### config.mk
export PLATFORM = sky130hd
export DESIGN_NAME = fetch_unit
export DESIGN_NICKNAME = d
export VERILOG_FILES = /design/src/rtl/fetch_unit.sv
export SDC_FILE = /design/constraint.sdc
export NUM_CORES = 1
export LEC_CHECK = 0
export ABC_AREA = 1
export CAP_MARGIN = 20
export CORE_MARGIN = 2
export CORE_UTILIZATION = 47
export CTS_CLUSTER_DIAMETER = 30
export CTS_CLUSTER_SIZE = 25
export DETAILED_ROUTE_END_ITERATION = 12
export GPL_ROUTABILITY_DRIVEN = 0
export PLACE_DENSITY = 0.88
export SLEW_MARGIN = 15
export SYNTH_ARGS = -nofsm -noshare
export SYNTH_HDL_FRONTEND = slang
export SYNTH_SLANG_ARGS = --single-unit
### constraint.sdc
create_clock -name clk -period 1.9 [get_ports clk]
set_clock_uncertainty 0.2 [all_clocks]
set_input_delay 0.285 -clock clk [delete_from_list [all_inputs] [get_ports clk]]
set_output_delay 0.285 -clock clk [all_outputs]
set_load 0.005 [all_outputs]
### src/rtl/fetch_unit.sv
// Instruction fetch sequencer: owns the PC, issues single-cycle-latency reads to
// instruction memory, and queues returned words for decode behind a valid/ready port.
module fetch_unit #(
  parameter int ADDRESS_WIDTH = 5,
  parameter int DEPTH         = 2,
  parameter int RESET_PC      = 0
) (
  input  logic                     clk,
  input  logic                     rst_n,
  input  logic                     enable_i,
  output logic                     imem_en_o,
  output logic [ADDRESS_WIDTH:0]   imem_addr_o,
  input  logic [31:0]              imem_rdata_i,
  output logic                     inst_valid_o,
  input  logic                     inst_ready_i,
  output logic [31:0]              inst_word_o,
  output logic [ADDRESS_WIDTH:0]   inst_pc_o,
  input  logic                     redirect_valid_i,
  input  logic [ADDRESS_WIDTH:0]   redirect_pc_i,
  output logic                     dbg_state_o
);

  localparam int PCW = ADDRESS_WIDTH + 1;
  localparam int CW  = $clog2(DEPTH + 1);
  localparam int IW  = $clog2(DEPTH);

  typedef enum logic {IDLE = 1'b0, RUN = 1'b1} state_e;

  // Handshake: the head word moves to decode on any rising edge where
  // inst_valid_o and inst_ready_i are both high; word/pc hold while stalled.
  state_e           state_q, state_d;
  logic [PCW-1:0]   pc_q, pc_d;
  logic             infl_q, infl_d;
  logic [PCW-1:0]   infl_pc_q, infl_pc_d;
  logic [CW-1:0]    count_q, count_d;
  logic [31:0]      word_q [DEPTH];
  logic [31:0]      word_d [DEPTH];
  logic [PCW-1:0]   tag_q  [DEPTH];
  logic [PCW-1:0]   tag_d  [DEPTH];

  logic             pop;
  logic             push;
  logic             issue;
  logic [CW:0]      occ;
  logic [IW-1:0]    wr_idx;

  always_comb begin
    pop    = (count_q != '0) && inst_ready_i;
    push   = infl_q && !redirect_valid_i;
    // Credit counts the read still in flight so a returning word always has a slot.
    occ    = (CW+1)'(count_q) + (CW+1)'(infl_q) - (CW+1)'(pop);
    issue  = (state_q == RUN) && enable_i && !redirect_valid_i && (occ < (CW+1)'(DEPTH));
    wr_idx = IW'(count_q - CW'(pop));

    state_d = enable_i ? RUN : IDLE;

    pc_d = pc_q;
    if (redirect_valid_i) begin
      pc_d = redirect_pc_i;
    end else if (issue) begin
      pc_d = pc_q + 1'b1;
    end

    infl_d    = issue;
    infl_pc_d = pc_q;

    word_d = word_q;
    tag_d  = tag_q;
    // Shift only when another entry remains, so an emptied buffer keeps showing
    // its last head; a flush likewise leaves the entries in place.
    if (pop && !redirect_valid_i && (count_q > CW'(1))) begin
      for (int i = 0; i < DEPTH - 1; i++) begin
        word_d[i] = word_q[i+1];
        tag_d[i]  = tag_q[i+1];
      end
    end
    if (push) begin
      word_d[wr_idx] = imem_rdata_i;
      tag_d[wr_idx]  = infl_pc_q;
    end

    if (redirect_valid_i) begin
      count_d = '0;
    end else begin
      count_d = count_q + CW'(push) - CW'(pop);
    end
  end

  always_ff @(posedge clk or negedge rst_n) begin
    if (!rst_n) begin
      state_q   <= IDLE;
      pc_q      <= PCW'(RESET_PC);
      infl_q    <= 1'b0;
      infl_pc_q <= '0;
      count_q   <= '0;
      for (int i = 0; i < DEPTH; i++) begin
        word_q[i] <= '0;
        tag_q[i]  <= '0;
      end
    end else begin
      state_q   <= state_d;
      pc_q      <= pc_d;
      infl_q    <= infl_d;
      infl_pc_q <= infl_pc_d;
      count_q   <= count_d;
      word_q    <= word_d;
      tag_q     <= tag_d;
    end
  end

  assign imem_en_o    = issue;
  assign imem_addr_o  = pc_q;
  assign inst_valid_o = (count_q != '0);
  assign inst_word_o  = word_q[0];
  assign inst_pc_o    = tag_q[0];
  assign dbg_state_o  = state_q;

endmodule
==> results.yml <==
sta:
  drv_slew: 0
  tightest_slew_ps: 502
  relSlewSlack_pct: 66.5
  rsz0062_at_grt: "yes"
  period_share_pct: 132
  fmax_ghz: 0.400
  setup_viol: 9
  finalHoldWorstSlack_ps: 132
  setup_slack_ps: -602
  final.min_clock_period_ps: 2500
  hold_violations: 0
floorplan:
  die_height_microns: 102
  initial_core_util_pct: 48.9
  row_count: 35
  dieWidth_microns: 102
  dieArea_sq_um: 10500
  io_pins: 90
  core-area_sq_um: 9330
worst_setup_path:
  critical_path_class: "flop to primary output"
  worstPathRequired_ps: 1410
  r2r_cells: 15
  critPathMaxFanout: 3
  endpoint_kind: "primary output"
  worstPathArrival_ps: 2020
  startpoint_type: "flop"
hold_path:
  hold_path.class: "input pin to flop"
  hold_depth: 3
placed_design:
  numPortBuffers: 89
  dpl.hpwl_mm: 6.28
  dpl-instance-area_sq_um: 5400
  dpl_worst_slack_ps: -995
  placed_cells: 730
final_layout:
  final_cell_area_sq_um: 6080
  final_common_cell: "nand2_1"
  instances_no_fill: 769
  drive_above_1_share_pct: 17.5
  final_util_pct: 65.2
  final_cell_mix: "149 x nand2_1, 86 x inv_1, 86 x dfrtp_1"
  final_nets: 681
  diodes: 0
  area_growth_pct: 33.5
  nFillCells: 739
global_route:
  grt-ovfl-total: 0
  grt_pass1_wl_mm: 17.4
  grt_max_degree: 93
  first_global_vias: 3864
  track_usage_pct: 21.0
  grt_antenna_before_repair: 0
run_status:
  status: "finished, violations left"
  failed_checks: "negative setup slack"
detailed_routing:
  wl_per_cell_microns: 13.7
  routed_wl_mm: 10.5
  vias: 3710
  drc: 0
  viasPerCell: 4.82
  ant_nets: 0
  initialDrtViolationCount: 162
  dr.pass1.iters: 4
pwr:
  peakVddDrop_v: 0.000698
  p_leak_nw: 2.93
  power.density_nw_per_um2: 1280
clocking:
  cts_buffer_depth: 2
  cts-root-buf: "clkbuf_8"
  cts.sinks: 92
  clk_pin_slew_worst_paths_ps: 90
  cts_inserted_buffers: 9
  insertion_delay_ps: 340
  cts_tree: "yes"
  htreeDepth: 3
yosys:
  yosys_warnings: 0
  synth_area_sq_um: 4560
  synthCells: 550
  synth_cell_type_count: 24
  synth_seq_area_share_pct: 50.5
  synth_area_per_cell_sq_um: 8.29
  synth_nets: 596
  ys_seq_elements: 92
run:
  max_cap_violations: 0
==> cells by family after synthesis <==
family	share of synthesized area, %
AND/OR/NAND/NOR	15.5
buffers and inverters	18.3
AO/OA/AOI/OAI	14.3
flip-flops	50.5
adder cells (fa/ha/maj)	0.988
XOR/XNOR	0.384
==> stage by stage <==
stage	total power [mW]	TNS (ps)
final	7.79	-3810
after global routing	8.44	-4570
after CTS	7.75	-20290
after detailed placement	6.26	-18160
after global placement	6.07	-15860
after floorplan	5.26	-252
==> synthesized netlist by cell type <==
| cell type | instances | share of area, % |
|---|---|---|
| a21boi_0 | 2 | 0.33 |
| buf_4 | 42 | 6.9 |
| buf_6 | 12 | 3.0 |
| clkbuf_1 | 9 | 0.74 |
| dfrtp_1 | 92 | 51 |
| fa_1 | 1 | 0.44 |
| ha_1 | 2 | 0.55 |
| inv_1 | 90 | 7.4 |
| inv_2 | 1 | 0.082 |
| inv_4 | 1 | 0.14 |
| nand2_1 | 157 | 13 |
| nand2_2 | 1 | 0.14 |
| nand2b_1 | 1 | 0.14 |
| nand3_1 | 11 | 1.2 |
| nand3_2 | 2 | 0.44 |
| nand4_1 | 1 | 0.14 |
| nor2_1 | 5 | 0.41 |
| nor2_2 | 1 | 0.14 |
| o211ai_2 | 1 | 0.27 |
| o21ai_0 | 34 | 3.7 |
| o21ai_1 | 70 | 7.7 |
| o21ai_2 | 11 | 2.1 |
| o21bai_1 | 1 | 0.16 |
| xor2_1 | 2 | 0.38 |
==> cell type report <==
| type | instances | area [sq um] | area share, % |
|---|---|---|---|
| sequential | 92 | 2310 | 38.0 |
| multi-input combinational | 303 | 1560 | 25.6 |
| timing repair buffer | 137 | 1520 | 24.9 |
| inverter | 92 | 353 | 5.80 |
| tap | 129 | 161 | 2.65 |
| clock buffer | 12 | 135 | 2.22 |
| clock inverter | 4 | 50.0 | 0.823 |
==> path summary, 6_finish.rpt <==
| path | startpoint | end | slack (ps) |
|---|---|---|---|
| max | count_q[0]$_DFF_PN0_ | imem_en_o | -600 |
| min | redirect_valid_i | count_q[0]$_DFF_PN0_ | 130 |
| max in group asynchronous | rst_n | imem_addr_o[1]$_DFFE_PN0P_ | 760 |
| max reg2reg | count_q[0]$_DFF_PN0_ | imem_addr_o[0]$_DFFE_PN0P_ | -580 |
| min reg2reg | imem_addr_o[1]$_DFFE_PN0P_ | infl_pc_q[1]$_DFF_PN0_ | 280 |
| min in group asynchronous | rst_n | inst_word_o[26]$_DFF_PN0_ | 290 |
==> power by group <==
| part | switching (mW) | leakage (nW) | internal, mW |
|---|---|---|---|
| combinational | 1.48 | 1.64 | 1.76 |
| sequential | 0.504 | 1.20 | 2.78 |
| clock | 0.657 | 0.0866 | 0.609 |
==> critical path: stages (launching register included) <==
cell and delay, ps:
dfrtp_1 410, inv_2 110, nand3_4 80, o21ai_2 70, nand2_1 80, fa_1 520
nand2_2 80, inv_2 60, nand2_2 60, nor2_4 80, buf_2 110
==> metal layers <==
metal | GRT usage, % | up-vias | share of wire, % | wire length (microns)
li1 | - | 1829 | - | -
met1 | 25.9 | 1771 | 42 | 4390
met2 | 37.8 | 98 | 53 | 5590
met3 | 3.49 | 12 | 4.1 | 436
met4 | 6.46 | 0 | 1.0 | 108
met5 | 0 | - | 0 | 0
==> what timing repair did <==
| item | in CTS | in global routing |
|---|---|---|
| resized for setup | 32 | 28 |
| setup buffers | 23 | 6 |
| pin swaps | 7 | 13 |
| endpoints found under the hold margin | 92 | 0 |
| hold buffers | 1 | 0 |
| gates cloned | 6 | 1 |
| endpoints found under the setup margin | 10 | 54 |
Power figures use the tool's default switching activity.
